--- src/rtl/fir_run_ctrl.sv ---
// Run sequencer and port-A arbiter for the FIR subsystem: launches one engine per run,
// times the run, and lends sample-memory port A to either the host loader or the active engine.
module fir_run_ctrl #(
    parameter int ADDR_W  = 10,
    parameter int DATA_W  = 8,
    parameter int CNT_W   = 32,
    parameter int TIMEOUT = 65535
) (
    input  logic              clk,
    input  logic              rst,
    input  logic              host_req,
    input  logic              host_we,
    input  logic [ADDR_W-1:0] host_addr,
    input  logic [DATA_W-1:0] host_wdata,
    output logic              host_gnt,
    output logic              host_rvalid,
    output logic [DATA_W-1:0] host_rdata,
    input  logic              start,
    input  logic              sel_pipelined,
    output logic              busy,
    output logic              done,
    output logic              timeout_err,
    output logic [CNT_W-1:0]  cycle_count,
    output logic              eng_start_np,
    output logic              eng_start_p,
    input  logic              eng_done_np,
    input  logic              eng_done_p,
    input  logic [ADDR_W-1:0] eng_addr_a,
    input  logic              eng_we_a,
    input  logic [DATA_W-1:0] eng_wdata_a,
    output logic [ADDR_W-1:0] mem_addr_a,
    output logic              mem_we_a,
    output logic [DATA_W-1:0] mem_data_in_a,
    input  logic [DATA_W-1:0] mem_data_out_a
);

    typedef enum logic [1:0] {
        ST_IDLE   = 2'd0,
        ST_LAUNCH = 2'd1,
        ST_RUN    = 2'd2,
        ST_DONE   = 2'd3
    } state_t;

    localparam logic [CNT_W-1:0] TIMEOUT_C = CNT_W'(TIMEOUT);
    localparam logic [CNT_W-1:0] CNT_ONE_C = CNT_W'(1);
    localparam logic [CNT_W-1:0] CNT_MAX_C = {CNT_W{1'b1}};

    state_t             state_r, state_nxt_s;
    logic               sel_r, sel_nxt_s;
    logic               timeout_err_r, tmo_nxt_s;
    logic [CNT_W-1:0]   cycle_count_r, count_nxt_s, count_inc_s;
    logic               busy_r, done_r, eng_start_np_r, eng_start_p_r, host_rvalid_r;
    logic               eng_done_sel_s;

    // Saturating increment; done only counts from the engine picked at launch.
    assign count_inc_s    = (cycle_count_r == CNT_MAX_C) ? cycle_count_r : cycle_count_r + CNT_ONE_C;
    assign eng_done_sel_s = sel_r ? eng_done_p : eng_done_np;

    // Next-state, run counter, engine latch and timeout flag.
    always_comb begin
        state_nxt_s = state_r;
        sel_nxt_s   = sel_r;
        count_nxt_s = cycle_count_r;
        tmo_nxt_s   = timeout_err_r;
        case (state_r)
            ST_IDLE: begin
                if (start) begin
                    sel_nxt_s   = sel_pipelined;
                    count_nxt_s = {CNT_W{1'b0}};
                    tmo_nxt_s   = 1'b0;
                    state_nxt_s = ST_LAUNCH;
                end else begin
                    state_nxt_s = ST_IDLE;
                end
            end
            ST_LAUNCH: begin
                count_nxt_s = count_inc_s;
                state_nxt_s = ST_RUN;
            end
            ST_RUN: begin
                count_nxt_s = count_inc_s;
                if (eng_done_sel_s) begin
                    state_nxt_s = ST_DONE;
                end else if (count_inc_s >= TIMEOUT_C) begin
                    tmo_nxt_s   = 1'b1;
                    state_nxt_s = ST_DONE;
                end else begin
                    state_nxt_s = ST_RUN;
                end
            end
            ST_DONE: begin
                state_nxt_s = ST_IDLE;
            end
            default: begin
                state_nxt_s = ST_IDLE;
            end
        endcase
    end

    // State and registered outputs; outputs are decoded from the next state so they align with it.
    always_ff @(posedge clk or negedge rst) begin
        if (!rst) begin
            state_r        <= ST_IDLE;
            sel_r          <= 1'b0;
            cycle_count_r  <= {CNT_W{1'b0}};
            timeout_err_r  <= 1'b0;
            busy_r         <= 1'b0;
            done_r         <= 1'b0;
            eng_start_np_r <= 1'b0;
            eng_start_p_r  <= 1'b0;
            host_rvalid_r  <= 1'b0;
        end else begin
            state_r        <= state_nxt_s;
            sel_r          <= sel_nxt_s;
            cycle_count_r  <= count_nxt_s;
            timeout_err_r  <= tmo_nxt_s;
            busy_r         <= (state_nxt_s != ST_IDLE);
            done_r         <= (state_nxt_s == ST_DONE);
            eng_start_np_r <= (state_nxt_s == ST_LAUNCH) && !sel_nxt_s;
            eng_start_p_r  <= (state_nxt_s == ST_LAUNCH) && sel_nxt_s;
            host_rvalid_r  <= host_gnt && !host_we;
        end
    end

    // Port-A mux: host owns it in IDLE; engine otherwise, with writes blocked in DONE.
    always_comb begin
        host_gnt      = 1'b0;
        mem_addr_a    = eng_addr_a;
        mem_we_a      = 1'b0;
        mem_data_in_a = eng_wdata_a;
        case (state_r)
            ST_IDLE: begin
                host_gnt      = host_req;
                mem_addr_a    = host_addr;
                mem_we_a      = host_req && host_we;
                mem_data_in_a = host_wdata;
            end
            ST_LAUNCH, ST_RUN: begin
                mem_we_a = eng_we_a;
            end
            ST_DONE: begin
                mem_we_a = 1'b0;
            end
            default: begin
                mem_we_a = 1'b0;
            end
        endcase
    end

    assign host_rvalid  = host_rvalid_r;
    assign host_rdata   = host_rvalid_r ? mem_data_out_a : {DATA_W{1'b0}};
    assign busy         = busy_r;
    assign done         = done_r;
    assign timeout_err  = timeout_err_r;
    assign cycle_count  = cycle_count_r;
    assign eng_start_np = eng_start_np_r;
    assign eng_start_p  = eng_start_p_r;

endmodule
--- config.mk ---
export PLATFORM = sky130hd
export DESIGN_NAME = fir_run_ctrl
export DESIGN_NICKNAME = d
export VERILOG_FILES = /design/src/rtl/fir_run_ctrl.sv
export SDC_FILE = /design/constraint.sdc
export NUM_CORES = 1
export LEC_CHECK = 0
export CORE_UTILIZATION = 33
export DETAILED_ROUTE_END_ITERATION = 8
export PLACE_DENSITY = 0.66
export SLEW_MARGIN = 5
export SYNTH_ARGS = -nofsm -noshare
export SYNTH_HDL_FRONTEND = slang
export SYNTH_SLANG_ARGS = --single-unit
--- constraint.sdc ---
create_clock -name clk -period 2.8 [get_ports clk]
set_input_delay 0.56 -clock clk [delete_from_list [all_inputs] [get_ports clk]]
set_output_delay 0.56 -clock clk [all_outputs]
set_load 0.03 [all_outputs]
Word level (Yosys, flattened, before mapping)
Cells that the tools add are included.

storage, ports and cells
  bits of input ports = 53
  logic and storage cells = 52
  flip-flop bits (word level) = 41
  output and inout port bits = 66

operators by class
  order comparisons = 1
  add/sub/neg operators = 1
  equal/unequal tests = 9
  muxes and demuxes = 19
  reductions and logical operators = 13

operator list
  cell                                                                      number
  32-bit 2-to-1 mux                                                         2
  32-bit one-hot mux with 2 select lines                                    1
  32-bit by 1-bit adder with 32-bit output (second input constant)          1
  32-bit equality test (second input constant)                              1
  32-bit by 16-bit >= comparator with 1-bit output (second input constant)  1
  8-bit 2-to-1 mux                                                          2
  1-bit 2-to-1 mux                                                          10
  10-bit 2-to-1 mux                                                         1
  2-bit one-hot mux with 4 select lines                                     1
  2-bit equality test (second input constant)                               3
  2-bit inequality test (second input constant)                             3
  2-bit nonzero test                                                        3
  2-bit by 1-bit equality test with 1-bit output (second input constant)    2
  1-bit logical AND                                                         4
  4-bit AND reduction                                                       1
  1-bit one-hot mux with 3 select lines                                     1
  1-bit logical NOT                                                         2
  2-bit logical NOT                                                         1
  1-bit one-hot mux with 2 select lines                                     1
  2-bit AND reduction                                                       1
  2-bit OR reduction                                                        1

Logic depth before layout (Yosys ltp)
  depth in word-level cells = 8
  gate-level depth with buffers = 11
  gate-level depth less buffers = 9

Least setup slack after synthesis
OpenSTA, ideal clock, no wires.

  path type = reg-to-reg
  from = register cycle_count_r[0], in the netlist cycle_count[0]
  to = register busy_r, in the netlist busy
  setup time = 124 ps
  required time = 2,676 ps
  cell stages (with the launch flop) = 12
  path slack = -46 ps
  period minus slack after synthesis = 2,846 ps
  data arrival time = 2,721 ps
  path buffers = 2
  cells stage by stage = dfrtp_1 > ha_1 > buf_2 > and3_1 > and4_1 > and3_1 > clkbuf_1 > o31a_1 > a211oi_2 > nand4_1 > o31a_1 > or2_1

between the ends
  cells in the longest elaborated chain, start to end = 7
  elaborated cells on any way between the ends = 8
  those cells by class = add/sub: 1; order compare: 1; eq/ne: 1; mux: 4; reduce/logical: 1

ends and longest elaborated chain
  element                                                                           line  text
  start, declared                                                                   51    logic [CNT_W-1:0] cycle_count_r, count_nxt_s, count_inc_s;
  start signal, assigned                                                            105   cycle_count_r <= {CNT_W{1'b0}};
  start signal, assigned                                                            115   cycle_count_r <= count_nxt_s;
  32-bit by 1-bit adder with 32-bit output or 32-bit equality test (tied branches)  56    assign count_inc_s = (cycle_count_r == CNT_MAX_C) ? cycle_count_r : cycle_count_r + CNT_ONE_C;
  32-bit 2-to-1 mux *                                                               56
  32-bit by 16-bit >= comparator with 1-bit output *                                84    end else if (count_inc_s >= TIMEOUT_C) begin
  1-bit 2-to-1 mux *                                                                84
  1-bit 2-to-1 mux *                                                                82    if (eng_done_sel_s) begin
  2-bit one-hot mux with 4 select lines *                                           65    case (state_r)
  net state_nxt_s[0]                                                                48    state_t state_r, state_nxt_s;
  2-bit nonzero test *                                                              117   busy_r <= (state_nxt_s != ST_IDLE);
  end signal, assigned                                                              117
  end, declared                                                                     52    logic busy_r, done_r, eng_start_np_r, eng_start_p_r, host_rvalid_r;

The timed path passes the listed nets; every way through them passes the cells marked *.
A chain may end at the register's enable or synchronous reset.

Final worst setup path
  from = register state_r[0]
  to = output port mem_data_in_a[3]

between the ends
  cells in the longest elaborated chain, start to end = 2

ends and longest elaborated chain
  element                 line  text
  start, declared         48
  start signal, assigned  113   state_r <= state_nxt_s;
  2-bit logical NOT       131   case (state_r)
  8-bit 2-to-1 mux        131
  end, declared           33    output logic [DATA_W-1:0] mem_data_in_a,

No other way between the ends.

==> impl_metrics.csv <==
group,metric,value,unit
outcome,status,"complete, no violations",
pwr,p_per_area,742,mW/mm²
synthesis,ys_seq_area_frac,0.335,
timing,max_freq,369,MHz
setup_path,crit_slowest_cell,"clkdlybuf4s50_1",
clock_network,path_clk_slew,0.09,ns
die,row_count,34,
placement,gp_congestion,0.944,
pwr,power,3600,µW
route,viasPerCell,5.68,
clock_network,htree_levels,2,
setup_path,crit_arrival,2.15,ns
route,drt-initial-drc-count,247,
timing,final-setup-viol-count,0,
flow_run,maxCapViolations,0,
global_routing,met1_usage,0.270,
timing,relSlewSlack,0.386,
synthesis,synth_nets,427,
die,chipWidth,98.4,µm
timing,clock_skew,0.00592,ns
timing,worst_hold_slack,0.385,ns
layout,diodes,0,
global_routing,grt_max_degree,42,
die,start_util,0.347,
synthesis,async_flop_share,1.00,
synthesis,syn_area,0.00307,mm²
global_routing,grt_pass1_wl,17.5,mm
die,coreArea,0.00885,mm²
setup_path,cp_max_fo,20,
setup_path,crit_required,2.24,ns
synthesis,ys_warn_count,0,
synthesis,synth.avg_cell_area,8.27,µm²
die,ioPinCount,119,
clock_network,cts_tree,"yes",
setup_path,r2r-start,"cycle_count[0]$_DFFE_PN0P_",
clock_network,clkLatencyLatePin,0.30,ns
setup_path,crit_start,"state_r[0]$_DFF_PN0_",
placement,io_buffer_count,118,
route,route.detailed.drc,0,
route,wl,10.9,mm
placement,dp_hpwl,8.12,mm
pwr,seqPwrFrac,0.207,
setup_path,reg2reg_slack,0.10,ns
synthesis,synth_seq_cells,41,
layout,drive_gt1_frac,0.210,
pwr,p_comb_frac,0.631,
die,die_height,98.4,µm
route,drt-pass1-iter-count,6,
synthesis,synth_edf_count,0,
global_routing,grt_pass1_vias,3611,
timing,hold_viol_final,0,
clock_network,hold_buffers,0,
timing,fin_crit,2.71,ns
route,route.antenna.remaining_nets,0,
clock_network,clock_path_buffers,2,
global_routing,grt.total_usage,0.228,
setup_path,startpoint_type,"flip-flop",
global_routing,grt.met2_usage,0.405,
synthesis,synth.distinct_cells,52,
layout,fill_cells,815,
timing,slew_violations,0,
timing,worst_slew_pin_slew,0.922,ns
die,dieArea,0.00968,mm²
pwr,ir_drop,0.785,mV
layout,finalNetCount,580,
layout,seq_area,0.00103,mm²
setup_path,worst-setup-path-type,"flip-flop to primary output",
pwr,p_leak,0.00196,µW
synthesis,ys.flop_type,"dfrtp_1",
clock_network,cts-root-buf,"clkbuf_8",
pwr,power.clock.fraction,0.161,
pwr,p_int,1970,µW
layout,multi_input_area,0.00191,mm²
global_routing,antenna_found_initial,0,
global_routing,top_usage_layer,"met2",
clock_network,clock-sinks,41,
route,wl_per_cell,17.2,µm
clock_network,cts_made_buffers,5,
route,vias,3597,
timing,finalCritPeriodShare,0.968,
setup_path,worstPathCellList,"inv_1 -> ha_1 -> buf_4 -> mux2_2 -> clkdlybuf4s50_1",
setup_path,cp-end-kind,"primary output",
global_routing,grt-ovfl-total,0,
pwr,switching_share,0.452,
global_routing,grtUsageMet3,0.0487,
layout,syn_to_final_growth,58.3,%
setup_path,r2r-end,"busy$_DFF_PN0_",
setup_path,r2r_cells,9,
synthesis,syn_inst,371,
pwr,p_sw,1630,µW
min_path,hold_path.class,"input pin to async pin",
setup_path,critPathMaxStageDelay,0.60,ns
[critical path: cells and delay by family, from the launching register on]
kind | cells | cell delay [ns]
muxes | 1 | 0.39
adders and majority gates | 1 | 0.15
DFF | 1 | 0.38
buffers and inverters | 3 | 0.93
[logic make-up after synthesis]
logic type,count (synthesis),synth area share
muxes,23,0.0832
and+or+nand+nor,151,0.274
adders and majority gates,3,0.0122
AOI/OAI and AO/OA,108,0.218
buffers and inverters,37,0.0555
DFF,41,0.335
xor gates and xnor gates,8,0.0228
[flip-flops by register name, indices dropped and copies added, names as in the netlist]
name and count:
busy 1, eng_start_np 1, host_rvalid 1, state_r 2, eng_start_p 1, sel_r 1
timeout_err 1, cycle_count 32, done 1
[layout make-up]
type,instances,share of cell area
clock buffers,5,0.0142
clock inverters,3,0.0134
inverters,9,0.00696
multi-input cells,293,0.393
flip-flops and latches,41,0.213
well taps,108,0.0278
repair buffers,174,0.331
[routing by layer]
layer	vias to the layer above	wire length [µm]
li1	1694	-
met1	1685	4310
met2	193	5460
met3	25	838
met4	0	280
met5	-	0
[power by group through the flow]
stage | sequential (µW) | combinational [µW] | clock, µW
3_5_place_dp | 759 | 2240 | 0
2_1_floorplan | 867 | 1190 | 0
6_report | 747 | 2270 | 581
3_3_place_gp | 755 | 2220 | 0
4_1_cts | 748 | 2250 | 584
5_1_grt | 762 | 2430 | 614
[placed cells by master, fill, tap and decap left out, types with 3 or more instances in the layout]
cell type,netlist,layout
mux2_2,20,20
o31ai_1,7,7
xnor2_1,6,6
and3_1,7,6
nor2_1,15,15
o21ai_0,47,47
dfrtp_2,0,7
a22o_1,3,3
clkbuf_8,0,5
and4_1,8,5
inv_1,9,9
nand3_1,16,15
or3_1,3,3
nand4_1,19,19
nor2b_1,3,3
a21oi_1,17,17
dfrtp_1,41,34
nor4_1,7,6
buf_4,5,56
ha_1,3,3
o41ai_1,6,6
clkdlybuf4s50_1,0,116
mux2i_1,3,3
a31oi_1,11,11
and2_1,14,14
or2_1,3,3
nand2_1,41,41
[worst max-delay path by stage]
stage	endpoint	slack, ns	cells after the start
final	mem_data_in_a[3]	0.09	5
after global routing	busy$_DFF_PN0_	-0.01	9
after CTS	busy$_DFF_PN0_	0.007	9
after global placement	busy$_DFF_PN0_	0.03	8
after detailed placement	busy$_DFF_PN0_	0.02	9
after floorplan	busy$_DFF_PN0_	0.02	10
[per-stage QoR]
stage / setup TNS (ns) / cells / utilization / setup slack (ns) / area (µm²)
floorplan: 0 / 371 / - / 0.0175 / 3070
global placement: 0 / 620 / 0.525 / 0.0333 / 4640
detailed placement: 0 / 620 / 0.525 / 0.0224 / 4640
CTS: 0 / 628 / 0.540 / 0.00653 / 4780
global route: -0.0102 / 633 / 0.549 / -0.0102 / 4850
finish: 0 / 633 / 0.549 / 0.0907 / 4850
[synth_stat cells (2+ instances only)]
cell,instances,area share
a31oi_1,11,0.022
o31a_1,2,0.0057
inv_1,9,0.011
nand2b_1,2,0.0041
nand2_1,41,0.050
nor3_1,3,0.0049
or4_1,2,0.0049
ha_1,3,0.012
a31o_2,2,0.0057
o31ai_1,7,0.017
nor2b_1,3,0.0061
buf_2,9,0.015
xor2_1,2,0.0057
nor4_1,7,0.014
or2_1,3,0.0061
xnor2_1,6,0.017
a21oi_1,17,0.028
o41ai_1,6,0.017
and4_1,8,0.023
a21o_1,2,0.0049
buf_1,2,0.0024
mux2i_1,3,0.0098
and2_1,14,0.029
nand4_1,19,0.039
o21ai_0,47,0.077
clkbuf_1,11,0.013
buf_4,5,0.012
and3b_1,2,0.0057
nor2_1,15,0.018
and3_1,7,0.014
a211oi_1,2,0.0049
or3_1,3,0.0061
nand3_1,16,0.026
a22o_1,3,0.0086
dfrtp_1,41,0.33
mux2_2,20,0.073
[what timing repair did]
item | in CTS | in global routing
gates resized for setup | 0 | 15
setup buffers | 0 | 5
endpoints found under the setup margin | 0 | 4
Power figures use the tool's default switching activity.
